### src/rtl/hex_reader_to_binary_pkg.sv
// Shared types for the 7-segment readback path: segment enum, FSM states,
// BCD correction constant and the segment-to-digit lookup.
package hex_reader_to_binary_pkg;

   typedef enum logic [6:0] {
      zero  = 7'h3F,
      one   = 7'h06,
      two   = 7'h5B,
      three = 7'h4F,
      four  = 7'h66,
      five  = 7'h6D,
      six   = 7'h7D,
      seven = 7'h07,
      eight = 7'h7F,
      nine  = 7'h6F
   } dec_num_e;

   typedef enum logic [1:0] {
      ST_IDLE    = 2'd0,
      ST_CAPTURE = 2'd1,
      ST_SHIFT   = 2'd2,
      ST_DONE    = 2'd3
   } fsm_state_e;

   localparam logic [3:0] BCD_ADJUST = 4'd3;

   // Returns {valid, digit}; any pattern outside zero..nine decodes as invalid.
   function automatic logic [4:0] dec_num_to_digit(input dec_num_e seg);
      case (seg)
         zero:    return {1'b1, 4'd0};
         one:     return {1'b1, 4'd1};
         two:     return {1'b1, 4'd2};
         three:   return {1'b1, 4'd3};
         four:    return {1'b1, 4'd4};
         five:    return {1'b1, 4'd5};
         six:     return {1'b1, 4'd6};
         seven:   return {1'b1, 4'd7};
         eight:   return {1'b1, 4'd8};
         nine:    return {1'b1, 4'd9};
         default: return {1'b0, 4'd0};
      endcase
   endfunction

endpackage

### src/rtl/hex_reader_to_binary_seg_decoder.sv
// Combinational decode of one 7-segment pattern into a BCD digit plus valid.
module hex_seg_decoder
   import hex_reader_to_binary_pkg::*;
(
   input  dec_num_e   seg,
   output logic [3:0] digit,
   output logic       valid
);

   logic [4:0] dec_s;

   assign dec_s = dec_num_to_digit(seg);
   assign valid = dec_s[4];
   assign digit = dec_s[3:0];

endmodule

### src/rtl/hex_reader_to_binary.sv
// Reads six 7-segment patterns back into binary: decode to BCD, then a
// sequential reverse double-dabble (shift right, subtract 3 on nibbles >= 8).
module hex_reader_to_binary
   import hex_reader_to_binary_pkg::*;
#(
   parameter int DECIMAL_DIGITS = 6,
   parameter int OUTPUT_WIDTH   = 20
) (
   input  logic                    clk,
   input  logic                    reset,
   input  dec_num_e                HEX0,
   input  dec_num_e                HEX1,
   input  dec_num_e                HEX2,
   input  dec_num_e                HEX3,
   input  dec_num_e                HEX4,
   input  dec_num_e                HEX5,
   input  logic                    start,
   output logic                    busy,
   output logic [OUTPUT_WIDTH-1:0] o_binary,
   output logic                    o_dv,
   output logic                    o_error
);

   localparam int BCD_W = 4 * DECIMAL_DIGITS;
   localparam int SR_W  = BCD_W + OUTPUT_WIDTH;
   localparam int CNT_W = $clog2(OUTPUT_WIDTH + 1);
   localparam logic [CNT_W-1:0] LAST_ITER = CNT_W'(OUTPUT_WIDTH - 1);

   fsm_state_e                state_r;
   dec_num_e                  hex_in_s [6];
   dec_num_e                  hex_r    [DECIMAL_DIGITS];
   logic [BCD_W-1:0]          bcd_s;
   logic [DECIMAL_DIGITS-1:0] valid_s;
   logic [SR_W-1:0]           sr_r;
   logic [SR_W-1:0]           next_sr_s;
   logic [CNT_W-1:0]          cnt_r;
   logic                      err_r;

   assign hex_in_s[0] = HEX0;
   assign hex_in_s[1] = HEX1;
   assign hex_in_s[2] = HEX2;
   assign hex_in_s[3] = HEX3;
   assign hex_in_s[4] = HEX4;
   assign hex_in_s[5] = HEX5;

   for (genvar i = 0; i < DECIMAL_DIGITS; i++) begin : g_dec
      hex_seg_decoder u_dec (
         .seg   (hex_r[i]),
         .digit (bcd_s[4*i +: 4]),
         .valid (valid_s[i])
      );
   end

   // One reverse double-dabble iteration: shift right, then correct each BCD nibble.
   always_comb begin
      logic [3:0] nib;
      nib       = 4'd0;
      next_sr_s = sr_r >> 1;
      for (int k = 0; k < DECIMAL_DIGITS; k++) begin
         nib = next_sr_s[OUTPUT_WIDTH + 4*k +: 4];
         next_sr_s[OUTPUT_WIDTH + 4*k +: 4] = (nib >= 4'd8) ? (nib - BCD_ADJUST) : nib;
      end
   end

   // Conversion FSM; result and o_dv are loaded on the edge entering DONE.
   always_ff @(posedge clk or negedge reset) begin
      if (!reset) begin
         state_r  <= ST_IDLE;
         busy     <= 1'b0;
         o_dv     <= 1'b0;
         o_error  <= 1'b0;
         o_binary <= '0;
         sr_r     <= '0;
         cnt_r    <= '0;
         err_r    <= 1'b0;
         for (int i = 0; i < DECIMAL_DIGITS; i++) hex_r[i] <= zero;
      end else begin
         o_dv <= 1'b0;
         case (state_r)
            ST_IDLE: begin
               if (start) begin
                  for (int i = 0; i < DECIMAL_DIGITS; i++) hex_r[i] <= hex_in_s[i];
                  busy    <= 1'b1;
                  state_r <= ST_CAPTURE;
               end
            end
            ST_CAPTURE: begin
               if (&valid_s) begin
                  sr_r    <= {bcd_s, {OUTPUT_WIDTH{1'b0}}};
                  cnt_r   <= '0;
                  err_r   <= 1'b0;
                  state_r <= ST_SHIFT;
               end else begin
                  err_r    <= 1'b1;
                  o_binary <= '0;
                  o_error  <= 1'b1;
                  o_dv     <= 1'b1;
                  state_r  <= ST_DONE;
               end
            end
            ST_SHIFT: begin
               sr_r  <= next_sr_s;
               cnt_r <= cnt_r + CNT_W'(1);
               if (cnt_r == LAST_ITER) begin
                  o_binary <= err_r ? '0 : next_sr_s[OUTPUT_WIDTH-1:0];
                  o_error  <= err_r;
                  o_dv     <= 1'b1;
                  state_r  <= ST_DONE;
               end
            end
            ST_DONE: begin
               busy    <= 1'b0;
               state_r <= ST_IDLE;
            end
            default: begin
               busy    <= 1'b0;
               state_r <= ST_IDLE;
            end
         endcase
      end
   end

endmodule

### config.mk
export PLATFORM = sky130hd
export DESIGN_NAME = hex_reader_to_binary
export DESIGN_NICKNAME = d
export VERILOG_FILES = /design/src/rtl/hex_reader_to_binary_pkg.sv /design/src/rtl/hex_reader_to_binary_seg_decoder.sv /design/src/rtl/hex_reader_to_binary.sv
export SDC_FILE = /design/constraint.sdc
export NUM_CORES = 1
export LEC_CHECK = 0
export BUFFER_PORTS_ARGS = -buffer_cell sky130_fd_sc_hd__buf_2
export CORE_AREA = 5 5 130 132
export CTS_BUF_LIST = sky130_fd_sc_hd__clkbuf_8
export CTS_CLUSTER_SIZE = 16
export DETAILED_ROUTE_END_ITERATION = 16
export DIE_AREA = 0 0 135 137
export PLACE_DENSITY = 0.64
export SYNTH_ARGS = -nofsm -noshare
export SYNTH_HDL_FRONTEND = slang
export SYNTH_SLANG_ARGS = --single-unit
### constraint.sdc
create_clock -name clk -period 2.4 [get_ports clk]
set_input_delay 0.12 -clock clk [delete_from_list [all_inputs] [get_ports clk]]
set_output_delay 0.12 -clock clk [all_outputs]
set_load 0.01 [all_outputs]
==> out/metrics.yaml <==
flow_run:
  maxCapViolations: 0
place:
  io_buffers: 67
  place_inst: 942
  gp_congestion: 0.893
  pre_cts_ws_ns: -0.369
  postPlaceCellArea_mm2: 0.00725
  hpwl_mm: 9.26
layout:
  drive_gt1_share_pct: 36.4
  final_area_mm2: 0.00856
  num-nets-final: 862
  diodes: 0
  fillers: 1362
  fin_cells: 1031
  syn_to_final_growth_pct: 35.9
  fin_util_pct: 54.9
floorplan:
  die_x_um: 135
  die_area_mm2: 0.0185
  fp-row-count: 46
  core_area_mm2: 0.0156
  start_util_pct: 40.4
  pin_count: 68
  dieHeight_um: 137
cts:
  clkLatencyLatePin_ns: 0.45
  numCtsBuffers: 17
  cts_max_level: 4
  clk_pin_slew_worst_paths_ns: 0.07
  root_buffer: "clkbuf_8"
  clock_path_buffers: 2
  cts_tree: "built"
  clock-sinks: 116
global_routing:
  antenna_found_initial: 0
  grt_pass1_vias: 5349
  grt_max_degree: 58
  grt-ovfl-total: 0
  grt.met1_usage_pct: 19.3
  top_usage_layer: "met2"
  use_met3_pct: 4.01
  gr-usage-met2_pct: 28.5
  grt_pass1_wl_mm: 24.5
  grt_util_all_layers_pct: 16.3
min_path:
  hold_path_depth: 5
  worstHoldStart: "start"
  whs_endpoint: "busy"
  min-delay-path-class: "input pin to flip-flop"
logic_synthesis:
  yosys_warnings: 0
  synth_area_leaders: "dfrtp_1 (32%), dfstp_2 (15%), mux2_2 (7.7%)"
  syn_area_per_cell_um2: 9.89
  synth-edff-count: 0
  post-synth-top-count-cell: "nand2_1"
  synth.cell_area_mm2: 0.00630
  synth_seq_cells: 116
  synthArstFlopShare_pct: 100
  postSynthCellCount: 637
  synth_cell_type_count: 63
  synth_top_cells_by_count: "nand2_1 (104), dfrtp_1 (80), o21ai_0 (53)"
  ys.flop_type: "dfrtp_1"
  syn_nets: 697
  synth.largest_area_cell: "dfrtp_1"
  netlist.area_leader.share_pct: 31.8
  ys_seq_area_share_pct: 46.8
sta:
  final-setup-viol-count: 68
  maxSlewHeadroom_pct: 52.2
  hold_slack_ns: 0.117
  tns_ns: -6.90
  final.period_utilization_pct: 109
  max_freq_ghz: 0.383
  skew_ns: 0.0101
  slew_viol_final: 0
  rsz0062_at_grt: "yes"
  min_period_ns: 2.61
  hold_viol: 0
  fin_ws_ns: -0.214
  worstMarginPinSlew_ns: 0.699
setup_path:
  rr_worst_depth: 8
  critical_path_required_ns: 2.79
  crit_type: "flip-flop to flip-flop"
  r2r_start: "hex_r[29]"
  critPathLaunchType: "flip-flop"
  crit_path_max_fanout: 6
  r2r-end: "cnt_r[3]"
  r2r_setup_slack_ns: -0.21
  arrival_ns: 3.00
  worst_setup_path_end_kind: "flip-flop"
power_and_ir_drop:
  combPwrFrac_pct: 50.3
  swShare_pct: 37.9
  power.switching_mw: 4.07
  clkPwrFrac_pct: 17.8
  power_mw: 10.7
  seqPwrFrac_pct: 31.9
  power_leakage_nw: 3.84
  ir_drop_uv: 652
  p_int_mw: 6.68
  power_density_mw_per_mm2: 1260
detailed_routing:
  postRouteAntennaNets: 0
  drt-total-wl_mm: 14.4
  drt_iter0_drc: 316
  wire_per_inst_um: 14.0
  post-route-drc-count: 0
  avgViaCountPerCell: 5.06
  vias: 5221
  firstDrtPassIters: 4
run_status:
  status: "complete, but fails checks"
  violations: "negative setup slack"
## area by class of cell
type	count	area (µm²)	share of cell area (%)
Multi-Input combinational cell	442	3290	38.5
Inverter	45	169	1.97
Clock inverter	11	131	1.53
Clock buffer	21	289	3.38
Timing Repair Buffer	180	1460	17.0
Sequential cell	116	2950	34.4
Tap cell	216	270	3.16
## critical path, stage by stage, from the launching register on
cell	delay (ns)
dfstp_2	0.53
buf_4	0.11
nand2b_1	0.06
or3_1	0.36
nor2_2	0.21
o32ai_4	0.18
o41a_4	0.55
or4b_1	0.48
nand3_1	0.08
## placed cells by master (no fill, tap or decap), types with 9 or more instances in the layout
| cell type | synthesis | layout |
|---|---|---|
| nand2_1 | 104 | 93 |
| dfrtp_1 | 80 | 80 |
| buf_2 | 0 | 66 |
| buf_4 | 2 | 55 |
| inv_1 | 45 | 46 |
| mux2_2 | 43 | 43 |
| dlygate4sd3_1 | 0 | 43 |
| dfstp_2 | 36 | 36 |
| o21ai_0 | 53 | 32 |
| mux2i_1 | 30 | 30 |
| clkbuf_8 | 0 | 21 |
| nand3_1 | 18 | 18 |
| o21ai_1 | 0 | 14 |
| ha_1 | 15 | 14 |
| nor2_1 | 12 | 12 |
| a21oi_1 | 14 | 12 |
| nor3_1 | 11 | 10 |
| a21o_1 | 9 | 9 |
## worst max path at each step
| stage | cells past startpoint | slack [ns] | endpoint | start |
|---|---|---|---|---|
| 2_1_floorplan | 8 | -0.08 | sr_r[34] | hex_r[29] |
| 5_1_grt | 8 | -0.32 | cnt_r[4] | hex_r[29] |
| 4_1_cts | 7 | -0.18 | sr_r[29] | hex_r[29] |
| 3_3_place_gp | 7 | -0.25 | cnt_r[4] | hex_r[1] |
| 6_report | 8 | -0.21 | cnt_r[3] | hex_r[29] |
| 3_5_place_dp | 8 | -0.37 | sr_r[22] | hex_r[1] |
## flip-flops by register name, summed over array words and instances, names as in the netlist
register	flops
busy	1
err_r	1
state_r	2
cnt_r	5
hex_r	42
o_dv	1
o_binary	20
sr_r	43
o_error	1
## power groups by stage
stage | registers (mW) | logic (mW) | clock network [mW]
after floorplan | 3.28 | 2.99 | 0
after global placement | 3.38 | 4.06 | 0
after detailed placement | 3.42 | 4.23 | 0
after CTS | 3.40 | 5.12 | 1.97
after global routing | 3.54 | 5.88 | 2.08
final | 3.43 | 5.41 | 1.91
## cell families after synthesis
kind of cell,synth area share (%)
DFF,46.8
adders and majority gates,2.98
and+or+nand+nor,15.8
AOI/OAI and AO/OA,13.8
buffers and inverters,5.42
muxes,12.9
xor gates and xnor gates,2.22
## metal layers
metal | wire [µm] | vias to the layer above | share of wire, %
met4 | 225 | 0 | 1.6
met5 | 0 | - | 0
met3 | 511 | 17 | 3.5
li1 | - | 2581 | -
met2 | 7320 | 82 | 51
met1 | 6390 | 2541 | 44
## timing repair
| item | 4_1_cts | 5_1_grt |
|---|---|---|
| hold buffers | 43 | 0 |
| setup endpoints to repair | 71 | 71 |
| pin swaps | 9 | 9 |
| endpoints found under the hold margin | 74 | 0 |
| gates cloned | 5 | 2 |
| resized for setup | 29 | 55 |
| setup buffers | 7 | 3 |
Power figures use the tool's default switching activity.
